===== config.mk =====
export PLATFORM = sky130hd
export DESIGN_NAME = itch_add_order_decoder_flat
export DESIGN_NICKNAME = d
export VERILOG_FILES = /design/src/rtl/itch_add_order_decoder_pkg.sv /design/src/rtl/itch_add_order_decoder_if.sv /design/src/rtl/itch_add_order_decoder.sv /design/src/flat_wrapper.sv
export SDC_FILE = /design/constraint.sdc
export NUM_CORES = 1
export LEC_CHECK = 0
export CORE_MARGIN = 1
export CORE_UTILIZATION = 64
export CTS_BUF_LIST = sky130_fd_sc_hd__clkbuf_8
export CTS_CLUSTER_DIAMETER = 100
export DETAILED_ROUTE_END_ITERATION = 7
export DONT_BUFFER_PORTS = 1
export PLACE_DENSITY = 0.8
export SYNTH_ARGS = -nofsm -noshare
export SYNTH_HDL_FRONTEND = slang
export SYNTH_SLANG_ARGS = --single-unit

===== constraint.sdc =====
create_clock -name clkIn -period 2.8 [get_ports clkIn]
set_input_delay 0.56 -clock clkIn [delete_from_list [all_inputs] [get_ports clkIn]]
set_output_delay 0.56 -clock clkIn [all_outputs]
set_load 0.03 [all_outputs]

===== src/rtl/itch_add_order_decoder_pkg.sv =====
`timescale 1ns/1ps
`default_nettype none
// ============================================================================
//  Module      : itch_add_order_decoder_pkg
//  Description : Shared ITCH Add Order types and constants (RTL and bench).
//  Revision    : 1.0 - initial release
// ============================================================================
package itch_add_order_decoder_pkg;

    localparam logic [7:0] ADD_MSG_TYPE = 8'h41;
    localparam int         ADD_MSG_LEN  = 36;
    localparam logic [7:0] BUY          = 8'h42;
    localparam logic [7:0] SELL         = 8'h53;

    typedef enum logic [1:0] {
        ERR_NONE     = 2'd0,
        ERR_TRUNC    = 2'd1,
        ERR_OVERLONG = 2'd2,
        ERR_BAD_SIDE = 2'd3
    } itchErrCodeType;

    // Field order matches wire order, so the assembled byte stream casts directly.
    typedef struct packed {
        logic [7:0]  msgType;
        logic [15:0] locate;
        logic [15:0] trackNum;
        logic [47:0] timeStamp;
        logic [63:0] refNum;
        logic [7:0]  side;
        logic [31:0] shares;
        logic [63:0] stock;
        logic [31:0] price;
    } itchAddOrderType;

    function automatic logic isValidSide(input logic [7:0] side);
        return (side == BUY) || (side == SELL);
    endfunction

endpackage
`default_nettype wire


===== src/rtl/itch_add_order_decoder_if.sv =====
`timescale 1ns/1ps
`default_nettype none
// ============================================================================
//  Module      : itch_add_order_decoder_if
//  Description : Parser byte stream in, decoded order record and errors out.
//  Revision    : 1.0 - initial release
// ============================================================================
interface itch_add_order_decoder_if;
    import itch_add_order_decoder_pkg::*;

    logic           itchDataValid;
    logic [7:0]     itchData;
    logic           packetLost;

    logic           orderValid;
    logic [15:0]    locate;
    logic [15:0]    trackNum;
    logic [47:0]    timeStamp;
    logic [63:0]    refNum;
    logic           buy;
    logic [31:0]    shares;
    logic [63:0]    stock;
    logic [31:0]    price;
    logic           errValid;
    itchErrCodeType errCode;
    logic           seqGap;

    modport master (
        output itchDataValid, itchData, packetLost,
        input  orderValid, locate, trackNum, timeStamp, refNum, buy,
               shares, stock, price, errValid, errCode, seqGap
    );

    modport slave (
        input  itchDataValid, itchData, packetLost,
        output orderValid, locate, trackNum, timeStamp, refNum, buy,
               shares, stock, price, errValid, errCode, seqGap
    );

endinterface
`default_nettype wire


===== src/rtl/itch_add_order_decoder.sv =====
`timescale 1ns/1ps
`default_nettype none
// ============================================================================
//  Module      : itch_add_order_decoder
//  Description : Assembles ITCH Add Order messages into a field-split record.
//  Revision    : 1.0 - initial release
// ============================================================================
module itch_add_order_decoder
    import itch_add_order_decoder_pkg::*;
#(
    parameter bit          LOCATE_FILTER_EN = 1'b0,
    parameter logic [15:0] LOCATE_ID        = 16'hBE42
) (
    input  logic                     clkIn,
    input  logic                     rstBIn,
    itch_add_order_decoder_if.slave  bus
);

    localparam logic [1:0] S_IDLE    = 2'd0;
    localparam logic [1:0] S_COLLECT = 2'd1;
    localparam logic [1:0] S_DRAIN   = 2'd2;
    localparam logic [1:0] S_SKIP    = 2'd3;

    // Holds bytes 0..34; byte 35 is appended combinationally on the completing cycle.
    localparam int         c_SHIFT_W  = (ADD_MSG_LEN - 1) * 8;
    localparam logic [5:0] c_LAST_IDX = 6'(ADD_MSG_LEN - 1);
    localparam logic [5:0] c_CNT_MAX  = 6'h3F;

    logic [1:0]           r_state;
    logic [1:0]           w_nextState;
    logic [5:0]           r_cnt;
    logic [5:0]           w_cntNext;
    logic [5:0]           w_cntSat;
    logic [c_SHIFT_W-1:0] r_shift;

    logic                 w_shiftEn;
    logic                 w_emit;
    logic                 w_errValid;
    itchErrCodeType       w_errCode;

    itchAddOrderType      w_record;
    logic                 w_complete;
    logic                 w_locateOk;

    logic                 r_orderValid;
    logic [15:0]          r_locate;
    logic [15:0]          r_trackNum;
    logic [47:0]          r_timeStamp;
    logic [63:0]          r_refNum;
    logic                 r_buy;
    logic [31:0]          r_shares;
    logic [63:0]          r_stock;
    logic [31:0]          r_price;
    logic                 r_errValid;
    itchErrCodeType       r_errCode;
    logic                 r_seqGap;

    assign w_record   = itchAddOrderType'({r_shift, bus.itchData});
    assign w_cntSat   = (r_cnt == c_CNT_MAX) ? c_CNT_MAX : (r_cnt + 6'd1);
    assign w_locateOk = !LOCATE_FILTER_EN || (w_record.locate == LOCATE_ID);

    always_ff @(posedge clkIn or negedge rstBIn) begin
        if (!rstBIn) begin
            r_state <= S_IDLE;
        end else begin
            r_state <= w_nextState;
        end
    end

    always_comb begin
        w_nextState = r_state;
        case (r_state)
            S_IDLE: begin
                if (bus.itchDataValid) begin
                    w_nextState = (bus.itchData == ADD_MSG_TYPE) ? S_COLLECT : S_SKIP;
                end
            end
            S_COLLECT: begin
                if (!bus.itchDataValid) begin
                    w_nextState = S_IDLE;
                end else if (r_cnt == c_LAST_IDX) begin
                    w_nextState = S_DRAIN;
                end
            end
            S_DRAIN: begin
                w_nextState = bus.itchDataValid ? S_SKIP : S_IDLE;
            end
            S_SKIP: begin
                if (!bus.itchDataValid) begin
                    w_nextState = S_IDLE;
                end
            end
            default: w_nextState = S_IDLE;
        endcase
    end

    always_comb begin
        w_shiftEn  = 1'b0;
        w_complete = 1'b0;
        w_emit     = 1'b0;
        w_errValid = 1'b0;
        w_errCode  = ERR_NONE;
        w_cntNext  = r_cnt;
        case (r_state)
            S_IDLE: begin
                w_cntNext = bus.itchDataValid ? 6'd1 : 6'd0;
                w_shiftEn = bus.itchDataValid && (bus.itchData == ADD_MSG_TYPE);
            end
            S_COLLECT: begin
                if (bus.itchDataValid) begin
                    w_shiftEn  = 1'b1;
                    w_cntNext  = r_cnt + 6'd1;
                    w_complete = (r_cnt == c_LAST_IDX) && (w_record.msgType == ADD_MSG_TYPE);
                end else begin
                    w_errValid = 1'b1;
                    w_errCode  = ERR_TRUNC;
                    w_cntNext  = 6'd0;
                end
            end
            S_DRAIN: begin
                w_cntNext = bus.itchDataValid ? w_cntSat : 6'd0;
                if (bus.itchDataValid) begin
                    w_errValid = 1'b1;
                    w_errCode  = ERR_OVERLONG;
                end
            end
            S_SKIP: begin
                w_cntNext = bus.itchDataValid ? w_cntSat : 6'd0;
            end
            default: w_cntNext = 6'd0;
        endcase

        // A malformed side is reported even when the locate would be filtered.
        if (w_complete) begin
            if (!isValidSide(w_record.side)) begin
                w_errValid = 1'b1;
                w_errCode  = ERR_BAD_SIDE;
            end else begin
                w_emit = w_locateOk;
            end
        end
    end

    always_ff @(posedge clkIn or negedge rstBIn) begin
        if (!rstBIn) begin
            r_cnt        <= 6'd0;
            r_shift      <= '0;
            r_orderValid <= 1'b0;
            r_locate     <= '0;
            r_trackNum   <= '0;
            r_timeStamp  <= '0;
            r_refNum     <= '0;
            r_buy        <= 1'b0;
            r_shares     <= '0;
            r_stock      <= '0;
            r_price      <= '0;
            r_errValid   <= 1'b0;
            r_errCode    <= ERR_NONE;
            r_seqGap     <= 1'b0;
        end else begin
            r_cnt        <= w_cntNext;
            r_orderValid <= w_emit;
            r_errValid   <= w_errValid;
            r_seqGap     <= bus.packetLost;
            if (w_shiftEn) begin
                r_shift <= {r_shift[c_SHIFT_W-9:0], bus.itchData};
            end
            if (w_emit) begin
                r_locate    <= w_record.locate;
                r_trackNum  <= w_record.trackNum;
                r_timeStamp <= w_record.timeStamp;
                r_refNum    <= w_record.refNum;
                r_buy       <= (w_record.side == BUY);
                r_shares    <= w_record.shares;
                r_stock     <= w_record.stock;
                r_price     <= w_record.price;
            end
            if (w_errValid) begin
                r_errCode <= w_errCode;
            end
        end
    end

    assign bus.orderValid = r_orderValid;
    assign bus.locate     = r_locate;
    assign bus.trackNum   = r_trackNum;
    assign bus.timeStamp  = r_timeStamp;
    assign bus.refNum     = r_refNum;
    assign bus.buy        = r_buy;
    assign bus.shares     = r_shares;
    assign bus.stock      = r_stock;
    assign bus.price      = r_price;
    assign bus.errValid   = r_errValid;
    assign bus.errCode    = r_errCode;
    assign bus.seqGap     = r_seqGap;

endmodule
`default_nettype wire


===== src/flat_wrapper.sv =====
// flat-port wrapper written by rule: the top's interface ports become plain ports
module itch_add_order_decoder_flat import itch_add_order_decoder_pkg::*;
#(
    parameter bit          LOCATE_FILTER_EN = 1'b0,
    parameter logic [15:0] LOCATE_ID        = 16'hBE42
)
  (clkIn, rstBIn, bus_itchDataValid, bus_itchData, bus_packetLost, bus_orderValid, bus_locate, bus_trackNum, bus_timeStamp, bus_refNum, bus_buy, bus_shares, bus_stock, bus_price, bus_errValid, bus_errCode, bus_seqGap);
  itch_add_order_decoder_if bus_i ();
  input  logic clkIn;
  input  logic rstBIn;
  input wire logic [$bits(bus_i.itchDataValid)-1:0] bus_itchDataValid;
  input wire logic [$bits(bus_i.itchData)-1:0] bus_itchData;
  input wire logic [$bits(bus_i.packetLost)-1:0] bus_packetLost;
  output wire logic [$bits(bus_i.orderValid)-1:0] bus_orderValid;
  output wire logic [$bits(bus_i.locate)-1:0] bus_locate;
  output wire logic [$bits(bus_i.trackNum)-1:0] bus_trackNum;
  output wire logic [$bits(bus_i.timeStamp)-1:0] bus_timeStamp;
  output wire logic [$bits(bus_i.refNum)-1:0] bus_refNum;
  output wire logic [$bits(bus_i.buy)-1:0] bus_buy;
  output wire logic [$bits(bus_i.shares)-1:0] bus_shares;
  output wire logic [$bits(bus_i.stock)-1:0] bus_stock;
  output wire logic [$bits(bus_i.price)-1:0] bus_price;
  output wire logic [$bits(bus_i.errValid)-1:0] bus_errValid;
  output wire logic [$bits(bus_i.errCode)-1:0] bus_errCode;
  output wire logic [$bits(bus_i.seqGap)-1:0] bus_seqGap;
  assign bus_i.itchDataValid = bus_itchDataValid;
  assign bus_i.itchData = bus_itchData;
  assign bus_i.packetLost = bus_packetLost;
  assign bus_orderValid = bus_i.orderValid;
  assign bus_locate = bus_i.locate;
  assign bus_trackNum = bus_i.trackNum;
  assign bus_timeStamp = bus_i.timeStamp;
  assign bus_refNum = bus_i.refNum;
  assign bus_buy = bus_i.buy;
  assign bus_shares = bus_i.shares;
  assign bus_stock = bus_i.stock;
  assign bus_price = bus_i.price;
  assign bus_errValid = bus_i.errValid;
  assign bus_errCode = bus_i.errCode;
  assign bus_seqGap = bus_i.seqGap;
  itch_add_order_decoder #(.LOCATE_FILTER_EN(LOCATE_FILTER_EN), .LOCATE_ID(LOCATE_ID)) u_core (.clkIn(clkIn), .rstBIn(rstBIn), .bus(bus_i));
endmodule

[After elaboration in Yosys (flattened, before gate mapping)]
Cells that the tools add are included.
Word-level totals
  output and inout port bits: 278
  flip-flop bits (word level): 566
Operators by class
  reduce and logical (&&, ||, !) cells: 6
  add/sub/neg operators: 1
  equality and inequality tests: 12
  multiplexer cells: 27
Operators with widths (count)
  $eq 8x7->1 const B: 4
  $mux 2: 9
  $mux 6: 3
  $pmux 6 s3: 1
  $eq 6x6->1 const B: 2
  $mux 1: 10
  $pmux 2 s4: 1
  $add 6x1->6 const B: 1
  $eq 2x2->1 const B: 2
  $ne 2x2->1 const B: 2
  $pmux 1 s2: 2
  $pmux 2 s2: 1
  $ne 3x2->1 const B: 1
  $reduce_and 3->1: 1
  $eq 2x1->1 const B: 1
  $logic_and 1x1->1: 2
  $logic_not 2->1: 1
  $reduce_or 2->1: 1
  $logic_or 1x1->1: 1

[Depth between registers and ports, before layout]
Gate-level depths: netlist of run 1.
  word-level depth: 5
  gate-level depth with buffers: 10
  mapped depth without buffers: 6

[Worst setup path after synthesis of run 1]
Ideal clock, no wire load.
  kind: input-to-reg
  from: input bus_itchData[5]
  to: register u_core.r_shift[100]
  stages: 7
  required time: 2.675 ns
  slack: 0.521 ns
  library setup time: 0.125 ns
  arrival: 2.154 ns
  cell sequence: or4b_1 -> nor4_2 -> o21ai_1 -> buf_2 -> buf_6 -> buf_6 -> mux2_4
On the way
  cells in the longest elaborated chain, start to end: 3
RTL lines
  start, declared: line flat_wrapper.sv:12  | input wire logic [$bits(bus_i.itchData)-1:0] bus_itchData;
  $eq 8x7->1: line itch_add_order_decoder.sv:107  | w_shiftEn = bus.itchDataValid && (bus.itchData == ADD_MSG_TYPE);
  $logic_and 1x1->1: line itch_add_order_decoder.sv:107
  $pmux 1 s2: line itch_add_order_decoder.sv:104  | case (r_state)
  end signal, assigned: line itch_add_order_decoder.sv:166  | r_shift <= {r_shift[c_SHIFT_W-9:0], bus.itchData};
  end, declared: line itch_add_order_decoder.sv:34  | logic [c_SHIFT_W-1:0] r_shift;
Every way passes these cells.
A chain may end at the register's enable or synchronous reset.

[Worst setup path in the final report of run 1]
  from: register u_core.r_state[0]
  to: register u_core.r_shift[191]
On the way
  cells in the longest elaborated chain, start to end: 2
RTL lines
  start, declared: line itch_add_order_decoder.sv:29  | logic [1:0] r_state;
  start signal, assigned: line itch_add_order_decoder.sv:66  | r_state <= w_nextState;
  $eq 2x1->1 or $logic_not 2->1 (tied branches): line itch_add_order_decoder.sv:104
  $pmux 1 s2 (*): line itch_add_order_decoder.sv:104
Every way passes the cells marked *; elsewhere a longest branch is shown, timed or not.

==> results.toml, run 1 <==
[run_status]
status = "finished, violations left"
violations = "negative hold slack, max-slew violations"

[cts]
cts_resized = 0
post-cts-setup-buffers = 0
cts_root_buf = "clkbuf_8"
cts-buffers-inserted = 88
clkTransAtPathRegs_ns = 0.06
ctsHoldBuffers = 1
cts.sinks = 566
clk_path_buf_depth = 3
tritoncts = "done"
cts.htree.levels = 3
clock_latency_ns = 0.62

[global_route]
antenna_found_initial = 0
grt_pass1_vias = 11054
grt_overflow_total = 0
track_usage = 0.233
grt_max_degree = 567
grt_pass1_wl_mm = 64.2

[pwr]
pwr-share-comb = 0.092
p_seq_frac = 0.518
irDropWorstVdd_v = 0.000451
netSwitchingPower_mw = 4.38
leakage_nw = 12.8
p_int_mw = 13.6
clockPowerShare = 0.390
switching_share = 0.244
power_mw = 18.0
cellPowerDensity_nw_per_um2 = 738

[route]
wirelength_mm = 40.0
drt_pass1_iterations = 4
vias = 10329
drc = 0
first_iter_violations = 562
detail-route-antenna-nets = 0
vias_per_cell = 5.69
wl_per_cell_um = 22.0

[logic_synthesis]
yosysWarnings = 0
syn_nets = 1275
ys.flop_type = "dfrtp_1"
syn-instance-count = 1258
netlist_area_um2 = 22100
avgSynthCellArea_um2 = 17.6
synth.area.top_cells = "dfrtp_1 (64%), mux2_2 (18%), mux2_4 (14%), buf_6 (1.1%), buf_2 (0.88%)"
synth_top_area_cell = "dfrtp_1"
synth-seq-cells = 566
synth_seq_area_share = 0.641
synthDominantCellAreaShare = 0.641
synth_cell_types = 41
async_flop_share = 1.00
synth-edff-count = 0

[timing]
worst_clock_skew_ns = 0.0303
tightestPinTransition_ns = 1.50
tns_ns = 0
fin_crit_ns = 2.53
setup-violations-final = 0
period_share = 0.904
hold_slack_ns = -0.357
hold_violations = 566
rsz0062_at_grt = "no"
slew_headroom = -0.000221
max_freq_mhz = 395
slew_viol_final = 5

[cells_and_area]
syn2layout_area_growth_pct = 10.0
multi_input_area_um2 = 7490
drive_gt1_frac = 0.521
nFillCells = 2060
diodes = 0
regArea_um2 = 14200
final_nets = 1319

[placed_design]
port_buffers = 0
hpwl_mm = 24.9
gp_congestion = 0.787

[floorplan]
start_util = 0.654
die_y_um = 188
rows = 67
ios = 290
die_x_um = 188
die_area_um2 = 35300
core-area_um2 = 33800

[setup_path]
cp-start-kind = "register"
crit_arrival_ns = 3.01
end_kind = "register"
crit_fanout = 146
crit_type = "register to register"
worstPathRequired_ns = 3.28

[flow_run]
drv_cap = 0

[hold_path]
hp-class = "primary input to async pin"
## Yosys cell counts, types with 3 or more instances
cell type,n
nor2b_1,3
mux2_4,199
nand3b_1,3
o21ai_0,6
nand2_1,7
buf_6,22
and3_1,3
mux2i_1,3
xnor2_1,3
buf_2,39
ha_1,5
nor2_1,10
mux2_2,352
nand4_1,3
dfrtp_1,566
## metal layers
metal | share of wire | track usage | vias to the layer above
met5 | 0 | 0 | -
met2 | 0.47 | 0.351 | 288
met3 | 0.10 | 0.104 | 44
met4 | 0.014 | 0.0691 | 0
met1 | 0.42 | 0.306 | 5441
li1 | - | - | 4556
## power by group through the flow
stage          logic, mW  registers (mW)  clock network [mW]
2_1_floorplan       1.51            9.18                   0
3_3_place_gp        1.60            9.41                   0
3_5_place_dp        1.65            9.44                   0
4_1_cts             1.66            9.30                7.19
5_1_grt             1.77            9.37                7.58
6_report            1.65            9.29                7.01
## cells in the final DEF, fill, tap and decap left out, types with 2 or more instances in the layout
| master | n |
|---|---|
| clkinvlp_4 | 2 |
| dfrtp_1 | 566 |
| xor2_1 | 2 |
| nor2_1 | 10 |
| clkinv_2 | 19 |
| nor2b_1 | 3 |
| nand3_1 | 2 |
| mux2i_1 | 3 |
| nand4_1 | 3 |
| bufinv_16 | 3 |
| or3b_2 | 2 |
| nand3b_1 | 3 |
| and3_1 | 3 |
| o21ai_0 | 6 |
| ha_1 | 5 |
| buf_4 | 6 |
| o22ai_1 | 2 |
| mux2_4 | 199 |
| inv_1 | 20 |
| nor4b_1 | 2 |
| xnor2_1 | 3 |
| buf_12 | 10 |
| nor3_1 | 2 |
| clkbuf_8 | 113 |
| mux2_2 | 352 |
| nand2_1 | 7 |
## logic make-up (layout without fill, tap and decap cells)
kind of cell    Yosys count  in the layout  synth area share
compound gates           16             16           0.00470
mux                     554            554             0.316
simple gates             47             47            0.0129
flops                   566            566             0.641
buf+inv                  65            175            0.0207
fa+ha+maj                 5              5           0.00283
xor+xnor                  5              5           0.00198
## layout make-up
cell class                 instances  area share
sequential                       566       0.583
multi-input combinational        627       0.308
clock buffer                     113      0.0640
tap                              448      0.0231
clock inverter                    43      0.0114
timing repair buffer              17      0.0105
inverter                           2    0.000309
## flip-flops by register name, indices dropped and copies added, names as in the netlist
name	count
u_core.bus.buy	1
u_core.bus.errCode	2
u_core.bus.errValid	1
u_core.bus.locate	16
u_core.bus.orderValid	1
u_core.bus.price	32
u_core.bus.refNum	64
u_core.bus.seqGap	1
u_core.bus.shares	32
u_core.bus.stock	64
u_core.bus.timeStamp	48
u_core.bus.trackNum	16
u_core.r_cnt	6
u_core.r_shift	280
u_core.r_state	2
## worst max-delay path: stages (launching register included)
cell and delay (ns):
dfrtp_1 0.42, inv_1 0.08, ha_1 0.28, nand3b_1 0.13, nor4_2 0.07, o21ai_4 0.20
buf_12 0.69, mux2_4 0.35
## path summary, 6_finish.rpt
path	from	to	slack (ns)	depth (start not counted)
worst max-delay path	u_core.r_state[0]	u_core.r_shift[191]	0.27	7
worst min-delay path	rstBIn	u_core.r_shift[171]	-0.36	0
worst max register to register	u_core.r_state[0]	u_core.r_shift[191]	0.27	7
worst min register to register	u_core.r_shift[259]	u_core.r_shift[267]	0.52	1
max in group asynchronous	rstBIn	u_core.r_shift[29]	1.95	0
min in group clkIn	bus_itchDataValid	u_core.bus.errCode[0]	0.07	1
## metrics by stage
| stage | hold slack (ns) | std cells | setup slack [ns] | area (µm²) | utilization |
|---|---|---|---|---|---|
| CTS | -0.411 | 1816 | 0.273 | 24300 | 0.720 |
| detailed placement | 0.280 | 1659 | 0.198 | 22500 | 0.665 |
| finish | -0.357 | 1816 | 0.269 | 24300 | 0.720 |
| floorplan | 0.264 | 1258 | 0.521 | 22100 | - |
| global placement | 0.285 | 1659 | 0.251 | 22500 | 0.665 |
| global route | -0.409 | 1816 | 0.107 | 24300 | 0.720 |
Power figures use the tool's default switching activity.
==> inputs of run 2 (changes only) <==
--- a/config.mk
+++ b/config.mk
@@ -5,6 +5,7 @@
 export SDC_FILE = /design/constraint.sdc
 export NUM_CORES = 1
 export LEC_CHECK = 0
+export ABC_AREA = 1
 export CORE_MARGIN = 1
 export CORE_UTILIZATION = 64
 export CTS_BUF_LIST = sky130_fd_sc_hd__clkbuf_8
==> results.toml, run 2 <==
[run_status]
status = "finished, violations left"
violations = "negative hold slack, max-slew violations"

[placed_design]
dpl_cell_area_um2 = 22400
gp_congestion = 0.815
dp.cells = 2797
port_buffers = 0
hpwl_mm = 30.2

[flow_run]
drv_cap = 0

[cts]
clk_path_buf_depth = 3
post-cts-setup-buffers = 0
clkTransAtPathRegs_ns = 0.06
cts_resized = 0
cts-buffers-inserted = 87
tritoncts = "done"
clock_latency_ns = 0.62
cts_root_buf = "clkbuf_8"
ctsHoldBuffers = 1
cts.sinks = 566
cts.htree.levels = 3

[route]
wirelength_mm = 52.3
vias_per_cell = 5.77
drt_pass1_iterations = 5
drc = 0
wl_per_cell_um = 17.8
first_iter_violations = 1854
detail-route-antenna-nets = 0
vias = 16994

[floorplan]
core-area_um2 = 34500
die_area_um2 = 35900
ios = 290
start_util = 0.651
die_y_um = 189
die_x_um = 189
rows = 68

[logic_synthesis]
ys.flop_type = "dfrtp_1"
synth_top_area_cell = "dfrtp_1"
yosysWarnings = 0
synthMuxAreaShare = 0
synthMostInstantiatedCell = "nand2_1"
synth-seq-cells = 566
synthDominantCellAreaShare = 0.630
synth_top_family_by_area = "simple AND/OR/NAND/NOR gates"
netlist_area_um2 = 22500
yosys.area_share.simple = 0.319
synth-edff-count = 0
synth_compound_area_frac = 0.00311
synth_seq_area_share = 0.630
ys_top_cells_by_count = "nand2_1 (587), dfrtp_1 (566), nor2_1 (560), nand3_1 (289), nor3_1 (274)"
synth-xor-area-share = 0.00117
syn-instance-count = 2511
async_flop_share = 1.00
synth.area.top_cells = "dfrtp_1 (63%), nand2_1 (9.8%), nor2_1 (9.3%), nand3_1 (6.4%), nor3_1 (6.1%)"
avgSynthCellArea_um2 = 8.96
synth_fa_ha_area_frac = 0.00278
synth_cell_types = 24
syn_nets = 2528

[timing]
hold_violations = 179
worst_clock_skew_ns = 0.0271
rsz0062_at_grt = "no"
max_freq_mhz = 430
hold_slack_ns = -0.360
tns_ns = 0
fin_crit_ns = 2.32
slew_headroom = -0.631
tightestPinTransition_ns = 2.45
setup-violations-final = 0
period_share = 0.830
slew_viol_final = 387

[pwr]
power_mw = 18.0
pwr-share-comb = 0.101
netSwitchingPower_mw = 5.07
p_seq_frac = 0.525
switching_share = 0.282
cellPowerDensity_nw_per_um2 = 744
clockPowerShare = 0.374
irDropWorstVdd_v = 0.000568
leakage_nw = 12.9
p_int_mw = 12.9

[setup_path]
worstRegToRegCells = 10
end_kind = "register"
cp-start-kind = "register"
crit_fanout = 93
r2r_setup_slack_ns = 0.48
crit_type = "register to register"
worstPathRequired_ns = 3.34
crit_arrival_ns = 2.86

[global_route]
grt_pass1_vias = 16101
grt_max_degree = 567
grt_overflow_total = 0
track_usage = 0.294
grt_pass1_wl_mm = 85.2
antenna_found_initial = 0

[cells_and_area]
syn2layout_area_growth_pct = 7.36
fin_area_um2 = 24100
top_register = "u_core.r_shift"
fin_util = 0.699
final_common_cell = "nand2_1"
diodes = 0
final_nets = 2449
nFillCells = 2663
final_cell_mix = "nand2_1 (584), dfrtp_1 (566), nor2_1 (560)"
largest_reg_flops = 280
stdcell_count = 2946
drive_gt1_frac = 0.0550

[hold_path]
hp-class = "primary input to async pin"
==> run 2: cell types whose count changed after synthesis, sizes merged, moves of 20 or more <==
cell	delta
nor3	+272
inv	+20
nand2	+581
mux2	-551
buf	+40
clkbuf	+80
nand3	+287
nor2	+552
==> run 2: final timing paths <==
kind,from,endpoint
worst min-delay path,rstBIn,u_core.bus.price[20]
min in group clkIn,bus_itchData[2],u_core.r_shift[2]
max in group asynchronous,rstBIn,u_core.bus.stock[3]
worst min register to register,u_core.r_shift[277],u_core.r_shift[277]
worst max register to register,u_core.r_state[0],u_core.r_shift[253]
worst max-delay path,u_core.r_state[0],u_core.r_shift[253]
==> run 2: routing by layer <==
layer / GRT usage / wire length [µm] / share of wire
met1: 0.423 / 22200 / 0.43
met2: 0.433 / 23800 / 0.46
met3: 0.0795 / 4680 / 0.089
met4: 0.109 / 1560 / 0.030
met5: 0 / 0 / 0
==> run 2: through the flow <==
step	worst slack [ns]	hold WS, ns
after floorplan	1.04	0.264
after global placement	0.627	0.279
after detailed placement	0.532	0.281
after CTS	0.499	-0.388
after global routing	0.319	-0.397
final	0.477	-0.360
==> run 2: cell type report <==
| cell class | count | area (µm²) | area share |
|---|---|---|---|
| multi-input cells | 1740 | 7380 | 0.306 |
| clock inverters | 40 | 223 | 0.00922 |
| inverters | 22 | 82.6 | 0.00342 |
| clock buffers | 108 | 1490 | 0.0616 |
| flip-flops and latches | 566 | 14200 | 0.586 |
| well taps | 455 | 569 | 0.0236 |
| repair buffers | 15 | 240 | 0.00995 |
==> run 2: cells by family after synthesis <==
group,count (synthesis)
AO/OA/AOI/OAI,13
XOR/XNOR,3
flip-flops,566
AND/OR/NAND/NOR,1719
adder cells (fa/ha/maj),5
buffers and inverters,205
==> run 2: critical path, cell delays in order (launching register included) <==
cell	delay, ns
dfrtp_1	0.41
inv_1	0.09
ha_1	0.21
inv_1	0.16
nor2_1	0.07
nand3_1	0.14
nand2_4	0.10
nand2_4	0.39
buf_12	0.38
nand2_1	0.12
nand2_1	0.08
==> run 2: power by group through the flow <==
stage / sequential [mW] / clock [mW] / combinational [mW]
floorplan: 9.30 / 0 / 1.51
global placement: 9.51 / 0 / 1.74
detailed placement: 9.52 / 0 / 1.81
CTS: 9.40 / 6.83 / 1.81
global route: 9.48 / 7.19 / 2.03
finish: 9.43 / 6.72 / 1.82
